`config.mk`:
```
export PLATFORM = sky130hd
export DESIGN_NAME = stm_gain_scheduler
export DESIGN_NICKNAME = d
export VERILOG_FILES = /design/src/rtl/stm_gain_scheduler.sv
export SDC_FILE = /design/constraint.sdc
export NUM_CORES = 1
export LEC_CHECK = 0
export CORE_MARGIN = 2
export CORE_UTILIZATION = 34
export CTS_BUF_LIST = sky130_fd_sc_hd__clkbuf_4
export CTS_CLUSTER_DIAMETER = 30
export CTS_CLUSTER_SIZE = 16
export DETAILED_ROUTE_END_ITERATION = 16
export GPL_TIMING_DRIVEN = 1
export PLACE_DENSITY_LB_ADDON = 0.1
export SLEW_MARGIN = 20
export SYNTH_ARGS = -nofsm -noshare
export SYNTH_HDL_FRONTEND = slang
export SYNTH_SLANG_ARGS = --single-unit
```
`constraint.sdc`:
```
create_clock -name CLK -period 3.4 [get_ports CLK]
set_input_delay 0.85 -clock CLK [delete_from_list [all_inputs] [get_ports CLK]]
set_output_delay 0.85 -clock CLK [all_outputs]
set_load 0.05 [all_outputs]
```
`src/rtl/stm_gain_scheduler.sv`:
```
// Gain-STM frame scheduler: one reader START per accepted UPDATE, frame-index advance, segment swap, repeat and overrun.
// Build macro STM_GAIN_IMMEDIATE_SWAP_EN: a pending segment swap takes effect at the next frame completion instead of at wrap.
module stm_gain_scheduler #(
    parameter int DEPTH     = 249,
    parameter int IDX_WIDTH = 16
) (
    input  logic                 CLK,
    input  logic                 RST,
    input  logic                 UPDATE,
    input  logic [IDX_WIDTH-1:0] CYCLE_0,
    input  logic [IDX_WIDTH-1:0] CYCLE_1,
    input  logic [15:0]          REP,
    input  logic                 REQ_SEGMENT,
    input  logic                 SEG_SWAP,
    input  logic                 DOUT_VALID,
    output logic                 START,
    output logic [IDX_WIDTH-1:0] IDX,
    output logic                 SEGMENT,
    output logic                 BUSY,
    output logic                 DONE,
    output logic                 OVERRUN
);
    localparam int          BW      = $clog2(DEPTH) + 1;
    localparam logic [15:0] REP_INF = 16'hFFFF;

    typedef enum logic [1:0] {IDLE, ISSUE, STREAM} state_t;
    state_t state, state_next;

    logic [BW-1:0]        beat_cnt;
    logic [15:0]          pass_cnt;
    logic                 pend_valid;
    logic                 pend_seg;
    logic [IDX_WIDTH-1:0] cyc_cur;
    logic                 last_beat;

    // Handshake: UPDATE is accepted only in IDLE with DONE=0; each START obliges the reader to return DEPTH DOUT_VALID beats.
    assign cyc_cur   = SEGMENT ? CYCLE_1 : CYCLE_0;
    assign last_beat = (state == STREAM) && DOUT_VALID && (beat_cnt == BW'(DEPTH - 1));
    assign START     = (state == ISSUE);
    assign BUSY      = (state != IDLE);

    always_comb begin
        state_next = state;
        case (state)
            IDLE:    if (UPDATE && !DONE) state_next = ISSUE;
            ISSUE:   state_next = STREAM;
            STREAM:  if (last_beat) state_next = IDLE;
            default: state_next = IDLE;
        endcase
    end

    always_ff @(posedge CLK) begin
        if (RST) begin
            state      <= IDLE;
            beat_cnt   <= '0;
            pass_cnt   <= '0;
            pend_valid <= 1'b0;
            pend_seg   <= 1'b0;
            IDX        <= '0;
            SEGMENT    <= 1'b0;
            DONE       <= 1'b0;
            OVERRUN    <= 1'b0;
        end else begin
            state <= state_next;

            if (state == ISSUE)
                beat_cnt <= '0;
            else if (state == STREAM && DOUT_VALID)
                beat_cnt <= beat_cnt + BW'(1);

            if (UPDATE && BUSY)
                OVERRUN <= 1'b1;

            // Frame completion: the index changes only here, so it is stable for the reader while BUSY.
            if (last_beat) begin
`ifdef STM_GAIN_IMMEDIATE_SWAP_EN
                if (pend_valid) begin
                    SEGMENT    <= pend_seg;
                    IDX        <= '0;
                    pass_cnt   <= '0;
                    pend_valid <= 1'b0;
                end else
`endif
                if (IDX < cyc_cur) begin
                    IDX <= IDX + IDX_WIDTH'(1);
                end else if (pend_valid) begin
                    SEGMENT    <= pend_seg;
                    IDX        <= '0;
                    pass_cnt   <= '0;
                    pend_valid <= 1'b0;
                end else if (REP != REP_INF && pass_cnt == REP) begin
                    DONE <= 1'b1;
                    IDX  <= cyc_cur;
                end else begin
                    IDX <= '0;
                    if (pass_cnt != 16'hFFFF)
                        pass_cnt <= pass_cnt + 16'd1;
                end
            end

            // Later in the block so a swap request landing on the completion cycle is still recorded.
            if (SEG_SWAP) begin
                if (state == IDLE && DONE) begin
                    SEGMENT    <= REQ_SEGMENT;
                    IDX        <= '0;
                    pass_cnt   <= '0;
                    DONE       <= 1'b0;
                    pend_valid <= 1'b0;
                end else if (REQ_SEGMENT == SEGMENT) begin
                    pend_valid <= 1'b0;
                end else begin
                    pend_valid <= 1'b1;
                    pend_seg   <= REQ_SEGMENT;
                end
            end
        end
    end
endmodule
```
# [Yosys cells after proc, flatten, opt, wreduce, memory -nomap -nowiden]
# Cells that the tools add are included.
[op_classes] addsub=3 n_lt_le_gt_ge=1 n_mux=33 n_eq_ne=10 bitwise=2 reduce_logical=14
[ops] op="$mux W16" count=14
[ops] op="$add A16 B1 Y16 const B" count=2
[ops] op="$ne A16 B16 Y1 const B" count=2
[ops] op="$eq A16 B16 Y1" count=1
[ops] op="$lt A16 B16 Y1" count=1
[ops] op="$mux W1" count=16
[ops] op="$add A9 B1 Y9 const B" count=1
[ops] op="$eq A9 B8 Y1 const B" count=1
[ops] op="$logic_and A1 B1 Y1" count=6
[ops] op="$ne A2 B2 Y1 const B" count=3
[ops] op="$pmux W2 S3" count=1
[ops] op="$mux W2" count=2
[ops] op="$reduce_and A2 Y1" count=2
[ops] op="$reduce_bool A2 Y1" count=2
[ops] op="$reduce_and A3 Y1" count=1
[ops] op="$eq A2 B1 Y1 const B" count=1
[ops] op="$eq A2 B2 Y1 const B" count=1
[ops] op="$logic_not A2 Y1" count=1
[ops] op="$not A1 Y1" count=2
[ops] op="$reduce_or A2 Y1" count=1
[ops] op="$eq A1 B1 Y1" count=1
[ops] op="$logic_not A1 Y1" count=1
[totals] inputBits=54 wordCells=72 output_inout_bits=21 reg_bits=48

# [Logic depth before layout (Yosys ltp)]
[depth] ltp_word=8 ltp_mapped=13 mapped_depth_nobuf=9

# [Least setup slack after synthesis]
# No wires, ideal clock.
[synth_path] kind="register -> register" startpoint="register SEGMENT" endpoint="register pass_cnt[10]" path_stages_with_launch=12 path_buffers=3 required_time_ns=3.326 arrival_time_ns=3.171 synth_period_minus_slack_ns=3.245 setup_ns=0.074 slack_ns=0.155 cell_sequence="dfxtp_1 -> buf_6 -> buf_1 -> mux2i_1 -> ha_1 -> and4_1 -> o2111ai_1 -> o21ai_1 -> nand2_1 -> buf_2 -> or4_1 -> a31oi_1"
[synth_between] elab_chain_len=6
[synth_lines] item="start, declared" line="18" rtl="output logic SEGMENT,"
[synth_lines] item="start signal, assigned" line="87" rtl="SEGMENT <= pend_seg;"
[synth_lines] item="$mux W16 (*)" line="37" rtl="assign cyc_cur = SEGMENT ? CYCLE_1 : CYCLE_0;"
[synth_lines] item="$lt A16 B16 Y1 (*)" line="84" rtl="if (IDX < cyc_cur) begin"
[synth_lines] item="$mux W16 (*)" line="84"
[synth_lines] item="$mux W16 (*)" line="75" rtl="if (last_beat) begin"
[synth_lines] item="$mux W16" line="103" rtl="if (state == IDLE && DONE) begin"
[synth_lines] item="$mux W16 (*)" line="102" rtl="if (SEG_SWAP) begin"
[synth_lines] item="end signal, assigned" line="97" rtl="pass_cnt <= pass_cnt + 16'd1;"
[synth_lines] item="end, declared" line="30" rtl="logic [15:0] pass_cnt;"
# Every way passes the cells marked *; elsewhere a longest branch is shown, timed or not.
# A chain may end at the register's enable or synchronous reset.

# [Worst setup path after layout]
[layout_path] startpoint="input CYCLE_0[2]" endpoint="register IDX[8]"
[layout_between] elab_chain_len=6
[layout_lines] item="start, declared" line="10" rtl="input logic [IDX_WIDTH-1:0] CYCLE_0,"
[layout_lines] item="$mux W16 (*)" line="37"
[layout_lines] item="$lt A16 B16 Y1 (*)" line="84"
[layout_lines] item="$mux W16 (*)" line="84"
[layout_lines] item="$mux W16 (*)" line="75"
[layout_lines] item="$mux W16" line="103"
[layout_lines] item="$mux W16 (*)" line="102"
[layout_lines] item="end signal, assigned" line="85" rtl="IDX <= IDX + IDX_WIDTH'(1);"
[layout_lines] item="end signal, assigned" line="93" rtl="IDX <= cyc_cur;"
[layout_lines] item="end, declared" line="17" rtl="output logic [IDX_WIDTH-1:0] IDX,"
# Marks and branches as above.

==> impl_metrics.yaml <==
layout:
  final_cells: 641
  num_antenna_cells: 0
  stdcell_area_mm2: 0.00443
  nNetsFinal: 580
  layout-drive-gt1-share_pct: 6.69
  area_delta_synth_final_pct: 28.9
  post-route-util_pct: 45.3
routing:
  viasPerCell: 5.37
  top_layer: "met4"
  drtIter0Drc: 89
  wl_met2_mm: 4.37
  met1_length_mm: 4.90
  wl_per_cell_um: 15.2
  route.antenna.remaining_nets: 0
  met3_length_um: 457
  dr_total_vias: 3441
  first_pass_iters: 4
  drcViolationCount: 0
  wirelength_mm: 9.74
place:
  portBuffers: 74
  place_congestion: 0.771
  dp.cells: 633
  dp_hpwl_mm: 7.24
  placed_area_mm2: 0.00437
clock_network:
  clkTransAtPathRegs_ps: 170
  cts-root-buf: "clkbuf_4"
  cts_buffers: 5
  tritoncts: "yes"
  cts_hold_buf: 0
  clock_latency_ps: 380
  cts_setup_buffers: 0
  htreeDepth: 2
  max-clock-path-buffers: 2
  post_cts_resized: 0
  cts_sinks: 48
floorplanning:
  die_y_um: 105
  io_pins: 75
  initial_core_util_pct: 35.2
  die_area_mm2: 0.0109
  fp.coreArea_mm2: 0.00977
  dieWidth_um: 105
  rows: 36
power_and_ir_drop:
  irDropWorstVdd_v: 0.000143
  internal-power_uw: 738
  p_leak_uw: 0.00144
  power_density_mw_per_mm2: 232
  switching_share_pct: 28.0
  clkPwrFrac_pct: 28.8
  switchingPower_uw: 287
  pwr-share-seq_pct: 56.0
  total_power_uw: 1030
  comb_power_share_pct: 15.2
setup_path:
  cpMaxStageDelayCell: "or4_1"
  setup.worst_path.start_class: "primary input"
  cp.arrival_ps: 3330
  crit_type: "in2reg"
  slowest_delay_ps: 540
  crit_fanout: 6
  crit_family: "simple AND/OR/NAND/NOR gates"
  worstPathRequired_ps: 3720
  crit_buf_inv: 2
  critical_path.cell_chain: "clkdlybuf4s50_1, mux2i_1, ha_1, or4_1, a31oi_1, o21ai_2, buf_4, or4_1, a31oi_1"
  end_kind: "flop"
sta:
  finClkSkew_ps: 17.4
  final_hold_viol_count: 0
  finalCriticalPeriod_ps: 3000
  finalSetupTns_ps: 0
  drv_slew: 0
  max_freq_mhz: 333
  setup_viol: 0
  tightest_slew_ps: 812
  fin_crit_sh_pct: 88.3
  max_slew_margin_pct: 45.8
  rsz0062_at_grt: "no"
yosys:
  seq_area_frac_synth_pct: 28.0
  synthesis.instances: 437
  avgSynthCellArea_um2: 7.87
  synth_edf_count: 0
  ys_warn_count: 0
  ys_ff_latch: 48
  synth_area_mm2: 0.00344
  yosys.cell_types.count: 48
  synth_nets: 510
  ys.flop_type: "dfxtp_1"
  synth-async-reset-ratio_pct: 0
worst_hold_path:
  hold_path.class: "reg2reg"
grt:
  grt_pass1_wl_mm: 16.7
  grt_max_degree: 30
  overflow: 0
  track_usage_pct: 18.3
  grt_pass1_vias: 3385
  antenna_found_initial: 0
run:
  cap_violations: 0
outcome:
  outcome: "finished clean"
==> layout make-up <==
| type | instances | area (um^2) |
|---|---|---|
| timing repair buffer | 92 | 888 |
| tap | 133 | 166 |
| multi-input combinational | 353 | 2330 |
| clock inverter | 3 | 23.8 |
| fill | 1027 | 5350 |
| clock buffer | 5 | 37.5 |
| sequential | 48 | 961 |
| inverter | 7 | 26.3 |
==> worst register-to-register path, stage by stage, from the launching register on <==
cell	delay (ps)
dfxtp_1	380
buf_12	190
mux2i_1	300
ha_1	290
a21oi_1	140
o21ai_0	90
a211oi_1	370
o21ai_2	140
buf_4	180
or4_1	460
a31oi_1	180
==> cells by family after synthesis <==
logic type / synth area share, %
and+or+nand+nor: 29.5
AOI/OAI and AO/OA: 17.8
DFF: 28.0
buffers and inverters: 4.48
xor gates and xnor gates: 8.15
adders and majority gates: 6.92
muxes: 5.24
==> metrics by stage <==
stage          hold WS [ps]  setup WS [ps]
2_1_floorplan           453            155
3_3_place_gp            463           20.1
6_report                492            397
3_5_place_dp            461           37.2
4_1_cts                 503            418
5_1_grt                 539            233
==> cells in the final DEF (no fill, tap or decap), types with 5 or more instances in the layout <==
cell             netlist  final
or3_1                  5      5
nor3b_1               15     15
mux2i_1               18     18
a21oi_1               24     24
dfxtp_1               48     48
nand2_1               36     36
buf_4                  0     17
nor3_1                 8      8
xor2_1                 7      7
clkbuf_4               0      5
inv_1                  7      7
clkdlybuf4s50_1        0     74
xnor2_1               25     25
and3_1                 9      9
nor2_1                40     40
ha_1                  19     19
o31ai_1                5      5
o21ai_0               23     23
a211oi_1               6      6
a31oi_1               20     20
nand3b_1               6      6
or4_1                  8      8
nor2b_1                6      6
nand3_1               16     16
nand4_1               18     18
==> per-layer routing <==
layer | track usage (%) | vias to the layer above
li1 | - | 1754
met3 | 3.74 | 3
met1 | 26.1 | 1606
met5 | 0 | -
met2 | 28.9 | 78
met4 | 3.28 | 0
==> registers in the layout, indices dropped and copies added, names as in the netlist <==
signal      cells
DONE            1
pend_seg        1
IDX            16
pass_cnt       16
OVERRUN         1
pend_valid      1
SEGMENT         1
beat_cnt        9
state           2
==> final timing paths <==
| path | slack, ps | cells after the start | to | start |
|---|---|---|---|---|
| hold / removal | 490 | 2 | OVERRUN | OVERRUN |
| setup / recovery | 400 | 9 | IDX[8] | CYCLE_0[2] |
| setup reg to reg | 650 | 10 | IDX[8] | SEGMENT |
| hold reg to reg | 490 | 2 | OVERRUN | OVERRUN |
==> cell usage after synthesis, types with 8 or more instances <==
cell type	n	area share, %
nor2_1	40	4.4
mux2i_1	18	5.2
nor3_1	8	1.2
and3_1	9	1.6
a31oi_1	20	3.6
dfxtp_1	48	28
nand2_1	36	3.9
nand3_1	16	2.3
clkbuf_1	23	2.5
ha_1	19	6.9
o21ai_0	23	3.3
nand4_1	18	3.3
nor3b_1	15	3.3
xnor2_1	25	6.4
or4_1	8	1.7
a21oi_1	24	3.5
==> power groups by stage <==
stage / Combinational (uW) / Clock [uW] / Sequential [uW]
2_1_floorplan: 68.8 / 0 / 585
3_3_place_gp: 156 / 0 / 586
3_5_place_dp: 156 / 0 / 586
4_1_cts: 157 / 310 / 575
5_1_grt: 170 / 327 / 576
6_report: 156 / 295 / 574
(Power assumes the default switching activity.)
